<file path="config.mk">
export PLATFORM = sky130hd
export DESIGN_NAME = steer_rx
export DESIGN_NICKNAME = d
export VERILOG_FILES = /design/src/rtl/steer_pkg.sv /design/src/rtl/steer_sync.sv /design/src/rtl/steer_rx.sv
export SDC_FILE = /design/constraint.sdc
export NUM_CORES = 1
export LEC_CHECK = 0
export ABC_AREA = 0
export CORE_MARGIN = 5
export CORE_UTILIZATION = 42
export CTS_CLUSTER_DIAMETER = 40
export DETAILED_ROUTE_END_ITERATION = 10
export MAX_ROUTING_LAYER = met4
export PLACE_DENSITY = 0.79
export SLEW_MARGIN = 20
export SYNTH_ARGS = -nofsm -noshare
export SYNTH_HDL_FRONTEND = slang
export SYNTH_SLANG_ARGS = --single-unit
</file>
<file path="constraint.sdc">
create_clock -name clk -period 1.7 [get_ports clk]
set_input_delay 0.425 -clock clk [delete_from_list [all_inputs] [get_ports clk]]
set_output_delay 0.425 -clock clk [all_outputs]
set_load 0.01 [all_outputs]
</file>
<file path="src/rtl/steer_pkg.sv">
// steer_pkg: shared types and helpers for the steering-bus receiver.
//   state_t          - receiver FSM states
//   DEFAULT_LANES    - default ring width
//   MAX_LANES        - widest code the helper functions accept
//   onehot_to_index  - index of the lowest set bit of a code
//   onehot_legal     - true when exactly one bit of a code is set
package steer_pkg;

  typedef enum logic [1:0] {
    WAIT_DATA = 2'd0,
    ACCEPT    = 2'd1,
    SEND      = 2'd2,
    ACK       = 2'd3
  } state_t;

  localparam int DEFAULT_LANES = 4;
  localparam int MAX_LANES     = 32;

  // Lowest set bit wins, so a multi-hot code still maps to a single lane.
  function automatic int onehot_to_index(input logic [MAX_LANES-1:0] code);
    int idx;
    idx = 0;
    for (int i = MAX_LANES - 1; i >= 0; i--) begin
      if (code[i]) idx = i;
    end
    return idx;
  endfunction

  function automatic logic onehot_legal(input logic [MAX_LANES-1:0] code);
    return ($countones(code) == 1);
  endfunction

endpackage

</file>
<file path="src/rtl/steer_sync.sv">
// steer_sync: brings the asynchronous steering token into clk and flags
// when the synchronised code has held for two consecutive cycles.
//   clk, init       - clock, async active-high reset
//   steer           - asynchronous one-hot token (all-zero = NULL)
//   s_sync          - token after SYNC_STAGES flops
//   s_stable_valid  - s_sync equals its value one cycle earlier
module steer_sync
  import steer_pkg::*;
#(
  parameter int LANES       = DEFAULT_LANES,
  parameter int SYNC_STAGES = 2
) (
  input  logic             clk,
  input  logic             init,
  input  logic [LANES-1:0] steer,
  output logic [LANES-1:0] s_sync,
  output logic             s_stable_valid
);

  logic [LANES-1:0] stages [SYNC_STAGES];
  logic [LANES-1:0] s_prev;

  always_ff @(posedge clk or posedge init) begin
    if (init) begin
      for (int i = 0; i < SYNC_STAGES; i++) stages[i] <= '0;
      s_prev <= '0;
    end else begin
      stages[0] <= steer;
      for (int i = 1; i < SYNC_STAGES; i++) stages[i] <= stages[i-1];
      s_prev <= stages[SYNC_STAGES-1];
    end
  end

  assign s_sync = stages[SYNC_STAGES-1];

  // Rails of a changing token can resolve in different cycles; only a code
  // seen twice in a row is trusted.
  assign s_stable_valid = (s_sync == s_prev);

endmodule

</file>
<file path="src/rtl/steer_rx.sv">
// steer_rx: clocked receiver for the NCL four-phase steering bus. Each
// token routes one input word to the selected lane, then steer_comp asks
// the ring for NULL; it drops again once NULL has been seen.
//   clk, init   - clock, async active-high reset
//   steer       - asynchronous one-hot token from the ring
//   steer_comp  - completion to the ring (0 = want DATA, 1 = want NULL)
//   in_data/in_valid/in_ready      - word input
//   lane_data/lane_valid/lane_ready - per-lane outputs, lane i at [i*WIDTH +: WIDTH]
//   steer_err   - sticky multi-hot flag
// Build option: STEER_ONEHOT_CHECK_EN - multi-hot tokens set steer_err and
// are completed without consuming a word; otherwise the lowest set bit
// selects the lane and steer_err is tied low.
//
// state     | meaning
// WAIT_DATA | idle, steer_comp low, waiting for a stable non-zero token
// ACCEPT    | in_ready high, waiting for in_valid
// SEND      | word held on lane sel until lane_ready[sel]
// ACK       | steer_comp high, waiting for a stable NULL
module steer_rx
  import steer_pkg::*;
#(
  parameter int WIDTH       = 8,
  parameter int LANES       = DEFAULT_LANES,
  parameter int SYNC_STAGES = 2
) (
  input  logic                   clk,
  input  logic                   init,
  input  logic [LANES-1:0]       steer,
  output logic                   steer_comp,
  input  logic [WIDTH-1:0]       in_data,
  input  logic                   in_valid,
  output logic                   in_ready,
  output logic [LANES*WIDTH-1:0] lane_data,
  output logic [LANES-1:0]       lane_valid,
  input  logic [LANES-1:0]       lane_ready,
  output logic                   steer_err
);

  localparam int SELW = (LANES > 1) ? $clog2(LANES) : 1;

  state_t           state, state_nxt;
  logic [SELW-1:0]  sel;
  logic [SELW-1:0]  code_idx;
  logic [LANES-1:0] s_sync;
  logic             s_stable_valid;
  logic             tok_present, tok_null;
  logic             latch_sel, take_word, lane_done;
  logic [WIDTH-1:0] lane_q [LANES];
  logic [LANES-1:0] lane_valid_q;
  logic             steer_comp_q;

  steer_sync #(
    .LANES       (LANES),
    .SYNC_STAGES (SYNC_STAGES)
  ) u_sync (
    .clk            (clk),
    .init           (init),
    .steer          (steer),
    .s_sync         (s_sync),
    .s_stable_valid (s_stable_valid)
  );

  assign tok_present = s_stable_valid && (s_sync != '0);
  assign tok_null    = s_stable_valid && (s_sync == '0);
  assign code_idx    = SELW'(onehot_to_index(MAX_LANES'(s_sync)));

`ifdef STEER_ONEHOT_CHECK_EN
  logic flag_err;
  logic err_q;
`endif

  always_ff @(posedge clk or posedge init) begin
    if (init) state <= WAIT_DATA;
    else      state <= state_nxt;
  end

  always_comb begin
    state_nxt = state;
    latch_sel = 1'b0;
    take_word = 1'b0;
    lane_done = 1'b0;
`ifdef STEER_ONEHOT_CHECK_EN
    flag_err  = 1'b0;
`endif
    case (state)
      WAIT_DATA: begin
        if (tok_present) begin
`ifdef STEER_ONEHOT_CHECK_EN
          if (!onehot_legal(MAX_LANES'(s_sync))) begin
            state_nxt = ACK;
            flag_err  = 1'b1;
          end else
`endif
          begin
            state_nxt = ACCEPT;
            latch_sel = 1'b1;
          end
        end
      end
      ACCEPT: begin
        if (in_valid) begin
          take_word = 1'b1;
          state_nxt = SEND;
        end
      end
      SEND: begin
        if (lane_ready[sel]) begin
          lane_done = 1'b1;
          state_nxt = ACK;
        end
      end
      ACK: begin
        // A non-zero token here is the previous one still held; keep waiting.
        if (tok_null) state_nxt = WAIT_DATA;
      end
      default: state_nxt = WAIT_DATA;
    endcase
  end

  always_ff @(posedge clk or posedge init) begin
    if (init) begin
      sel          <= '0;
      lane_valid_q <= '0;
      steer_comp_q <= 1'b0;
      for (int i = 0; i < LANES; i++) lane_q[i] <= '0;
    end else begin
      if (latch_sel) sel <= code_idx;
      if (take_word) begin
        lane_q[sel]  <= in_data;
        lane_valid_q <= LANES'(1) << sel;
      end
      if (lane_done) lane_valid_q <= '0;
      steer_comp_q <= (state_nxt == ACK);
    end
  end

`ifdef STEER_ONEHOT_CHECK_EN
  always_ff @(posedge clk or posedge init) begin
    if (init)          err_q <= 1'b0;
    else if (flag_err) err_q <= 1'b1;
  end
  assign steer_err = err_q;
`else
  assign steer_err = 1'b0;
`endif

  for (genvar i = 0; i < LANES; i++) begin : g_pack
    assign lane_data[i*WIDTH +: WIDTH] = lane_q[i];
  end

  assign lane_valid = lane_valid_q;
  assign steer_comp = steer_comp_q;
  // Depends on state only so the upstream handshake never sees lane_ready.
  assign in_ready   = (state == ACCEPT);

endmodule
</file>
# Word-level counts from Yosys, hierarchy flattened
# Index checks and enable logic that the tools add are counted.
# totals
regBits	53
inputBits	19
# classes
order_cmp	3
n_eq_ne	5
n_shift	1
mux	22
bitwise_logic	1
n_reduce_logical	7
# op_table
cell	n
bitwise mux 32 bit	1
demux 8 bit (select 2 bit)	1
two-way mux 2 bit	8
two-way mux 4 bit	2
two-way mux 8 bit	1
case mux 2 bit (4 select lines)	1
two-way mux 1 bit	7
== test 2 bit, second input constant	3
== test 4 bit	1
zero test 4 bit	1
nonzero test 4 bit	1
left shift 1 x 2 -> 4 bit, first input constant	1
>= comparator 3 bit, second input constant	1
logical AND 1 bit	3
< comparator 2 x 3 -> 1 bit, second input constant	1
< comparator 3 x 1 -> 1 bit, second input constant	1
NOT 2 -> 3 bit	1
binary-select mux 1 bit (select 2 bit)	1
== test 2 x 1 -> 1 bit, second input constant	1
zero test 2 bit	1
nonzero test 2 bit	1

# Depth between registers and ports, before layout
# logic_depth
depth_word	6
mapped_depth	5
depth_no_buf	4

# Hierarchy
# Synthesis repeated with hierarchy kept, for this count alone.
# hier_totals
cells_unflattened	137
hier_area_um2	2083.2
# by_module_without_submodules
module	instances	cells_each	area_per_inst_um2
steer_rx	1	115	1701.6
steer_sync	1	22	381.6

# Worst setup path before layout
# Ideal clock, no wire load.
# synth_timing
path_type	reg-to-reg
from	register state[1]
to	register lane_q (netlist bit lane_data[16])
t_arrival_ps	1362
slack_ps	213
stages_incl_launch_ff	4
n_path_buf	0
path_cell_list	dfrtp_1 > nand3b_4 > nor3b_4 > mux2_2
# synth_between
elab_chain_len	2
# synth_lines
item	line	source
start: declaration	steer_rx.sv:41	state_t state, state_nxt;
start signal: assignment	steer_rx.sv:74	else state <= state_nxt;
== test 2 x 1 -> 1 bit	steer_rx.sv:85	case (state)
two-way mux 1 bit	steer_rx.sv:85	
end signal: indexed assignment	steer_rx.sv:129	lane_q[sel] <= in_data;
end: declaration	steer_rx.sv:48	logic [WIDTH-1:0] lane_q [LANES];
# No other way between the ends.
# A chain may end at the register's enable or synchronous reset.

# Final worst setup path
# layout_timing
from	register lane_q (netlist bit lane_data[22])
to	output port lane_data[22]
# layout_rtl
item	line	source
end: declaration	steer_rx.sv:33	output logic [LANES*WIDTH-1:0] lane_data,
# No word-level cell between the ends.

==> results.md <==
* Status: completed
* Initial antenna violation count at 0
* Hold path endpoint: u_sync.s_sync[0]
* Final setup fails at 0
* First DRT Iteration DRCs at 50
* Worst-path clk slew at 90 ps
* Largest net degree at the start of global routing at 33
* Mapped Area at between 2000 and 2500 µm²
* Vias in the first global route at about 1400
* CTS root buf: clkbuf_8
* FF+latch count, synth at 53
* Main synth FF type: dfrtp_1
* Post-synth EDFFs at 0
* Post-DP HPWL at between 3 and 4 mm
* Bufs and invs on worst path at 1
* DRC Markers at 0
* Final layout net count at approximately 220
* RSZ-0062 raised after global routing: no
* Worst setup margin at ~52 ps
* Full die area at about 6300 µm²
* Most numerous cell in the Yosys netlist: dfrtp_1
* Worst-Skew Late Latency at between 200 and 300 ps
* Synth Instances at 133
* DRT Pass-1 Iters at 6
* Num CTS Buffers at 5
* Rows at 25
* Multi-input logic area at 674 µm²
* Max Slew Vio Count at 0
* Fmax at 607 MHz
* Die extent in x at 79.4 µm
* Fin cells at 260
* Final WL at roughly 4.2 mm
* Worst-case reg-to-reg path depth at 4
* Final GP Congestion at around 0.79
* GRT Residual Overflow at 0
* VDD IR max at 0.707 mV
* CTS tree: built
* Initial Util at between 40 and 50%
* Layout area overhead at 41.2%
* Worst EP arrival at approximately 1200 ps
* Worst slack, placed at -251 ps
* Via/cell ratio at approximately 5.0
* Seq/Total Area, Yosys at about two thirds
* Internal power at ~2.8 mW
* Syn_nets at roughly 150
* Reg-to-Reg End: state[0]
* Async SR Flop Fraction at 100%
* Worst-path maximum fanout at 2
* Leakage power at 1.29 nW
* Final period util at 96.9%
* Tmin final at between 1500 and 2000 ps
* Final Skew at about 5 ps
* Slowest cell on crit path: clkdlybuf4s50_1
* Logic pwr share at a little over a third
* CTS sink count at between 50 and 60
* PwrDens at between 1000 and 1500 nW/µm²
* Psw at around 1.1 mW
* DR vias at 1300
* CP cell instances: clkdlybuf4s50_1
* Hold Path Depth at 0
* CP Class: flip-flop to output pin
* Endpoints failing hold at 0
* Global-route wire length before repair at 7.00 mm
* Average size of a mapped cell at roughly 15 µm²
* Required time of the critical path at approximately 1300 ps
* Worst hold path class: flip-flop to flip-flop
* Antenna cells at 0
* Layout cells sized above 1 at 30.6%
* Largest area contributor in the netlist: dfrtp_1
* Fill count at ~370
* Routed Antenna Nets at 0
* Min-delay src: u_sync.stages[4]
* Synth cell types at 23
* Worst setup EP type: output pin
* Critical path's largest stage delay at approximately 550 ps
* Sequential power share at between 40% and 50%
* Synth cell count leaders: dfrtp_1, mux2_2, nor2_1, a21oi_1, nor3_1
* Sw Share at roughly 29%
* Reg area at approximately 1300 µm²
* Max cap viols at 0
* Synth warn at 0
* Reg2Reg Launch Point: sel[0]
* Flop-to-flop setup slack at 180 ps
* Core area at 4690 µm²
* Max Buffers Root-to-Sink at 2
* Top cell type's share of synthesized area at 65.6%
* Total I/O pin count at 58
* Synth top area cells: dfrtp_1, mux2_2, nor2_1
* Placed Cells at 252
* H-tree lvl count at 2
* Routed length per instance at between 15 and 20 µm
* Gr usage total at between 10% and 20%
* Die Span Y at 79.4 µm
* Clock power frac at 17.6%
* Setup crit start kind: flip-flop
* Fin Setup TNS at 0 ps
* Port Buffers at between 50 and 60
* Cell family with most CP delay: buffers and inverters
## logic make-up after synthesis
| kind of cell | after synthesis | synth area share (%) |
|---|---|---|
| flip-flops | 53 | 65.6 |
| AND/OR/NAND/NOR | 26 | 8.85 |
| buffers and inverters | 6 | 1.48 |
| XOR/XNOR | 3 | 1.30 |
| multiplexers | 35 | 20.0 |
| AO/OA/AOI/OAI | 9 | 2.54 |
| other | 1 | 0.185 |
## power groups by stage
stage               Clock, mW  Sequential, mW  Combinational, mW
global placement            0            1.81               1.38
CTS                     0.711            1.81               1.42
floorplan                   0            1.93              0.478
detailed placement          0            1.83               1.41
finish                  0.686            1.81               1.40
global route            0.754            1.85               1.49
## per-stage QoR
step	instance area [µm²]	hold WS, ps	utilization [%]	total power [mW]
final	2850	356	60.8	3.89
after global routing	2850	366	60.8	4.09
after CTS	2850	357	60.7	3.94
after detailed placement	2760	335	58.8	3.24
after global placement	2760	333	58.8	3.20
after floorplan	2030	331	-	2.41
## cell usage in the layout (no fill, tap or decap), types with 2 or more instances in the layout
| cell type | instances |
|---|---|
| xnor2_1 | 2 |
| nor3_1 | 5 |
| clkbuf_8 | 5 |
| buf_4 | 8 |
| clkdlybuf4s50_1 | 55 |
| a21oi_1 | 6 |
| buf_12 | 3 |
| mux2_2 | 34 |
| nor2_1 | 9 |
| dfrtp_1 | 52 |
| inv_1 | 3 |
| nand2_1 | 3 |
## layer usage
layer | wire length, µm | vias up | global-route usage, %
li1 | - | 602 | -
met1 | 1740 | 660 | 17.9
met2 | 2320 | 33 | 25.7
met3 | 113 | 5 | 1.92
met4 | 65 | 0 | 5.67
met5 | 0 | - | -
## worst max path at each step
stage / startpoint / end / slack, ps / cells after the start
after floorplan: state[1] / lane_data[16] / 210 / 3
after global placement: in_valid / lane_data[20] / -220 / 5
after detailed placement: in_valid / lane_data[22] / -250 / 5
after CTS: lane_data[11] / lane_data[11] / 40 / 1
after global routing: lane_data[24] / lane_data[24] / 2 / 1
final: lane_data[22] / lane_data[22] / 50 / 1
## state kept, by name, summed over array words and instances, names as in the netlist
| signal | count |
|---|---|
| lane_data | 32 |
| sel | 2 |
| state | 2 |
| u_sync.s_sync | 4 |
| u_sync.stages | 4 |
| lane_valid | 4 |
| u_sync.s_prev | 4 |
| steer_comp | 1 |
## area by class of cell
type	count	share of cell area, %
inverter	4	0.658
tap	54	2.37
sequential	53	46.5
clock buffer	6	2.54
multi-input combinational	74	23.6
timing repair buffer	67	23.8
clock inverter	2	0.482
## what timing repair did
item	4_1_cts	5_1_grt
hold buffers	0	0
resized for setup	3	1
setup buffers	0	0
setup endpoints to repair	1	2
pin swaps	0	0
Power figures use the tool's default switching activity.
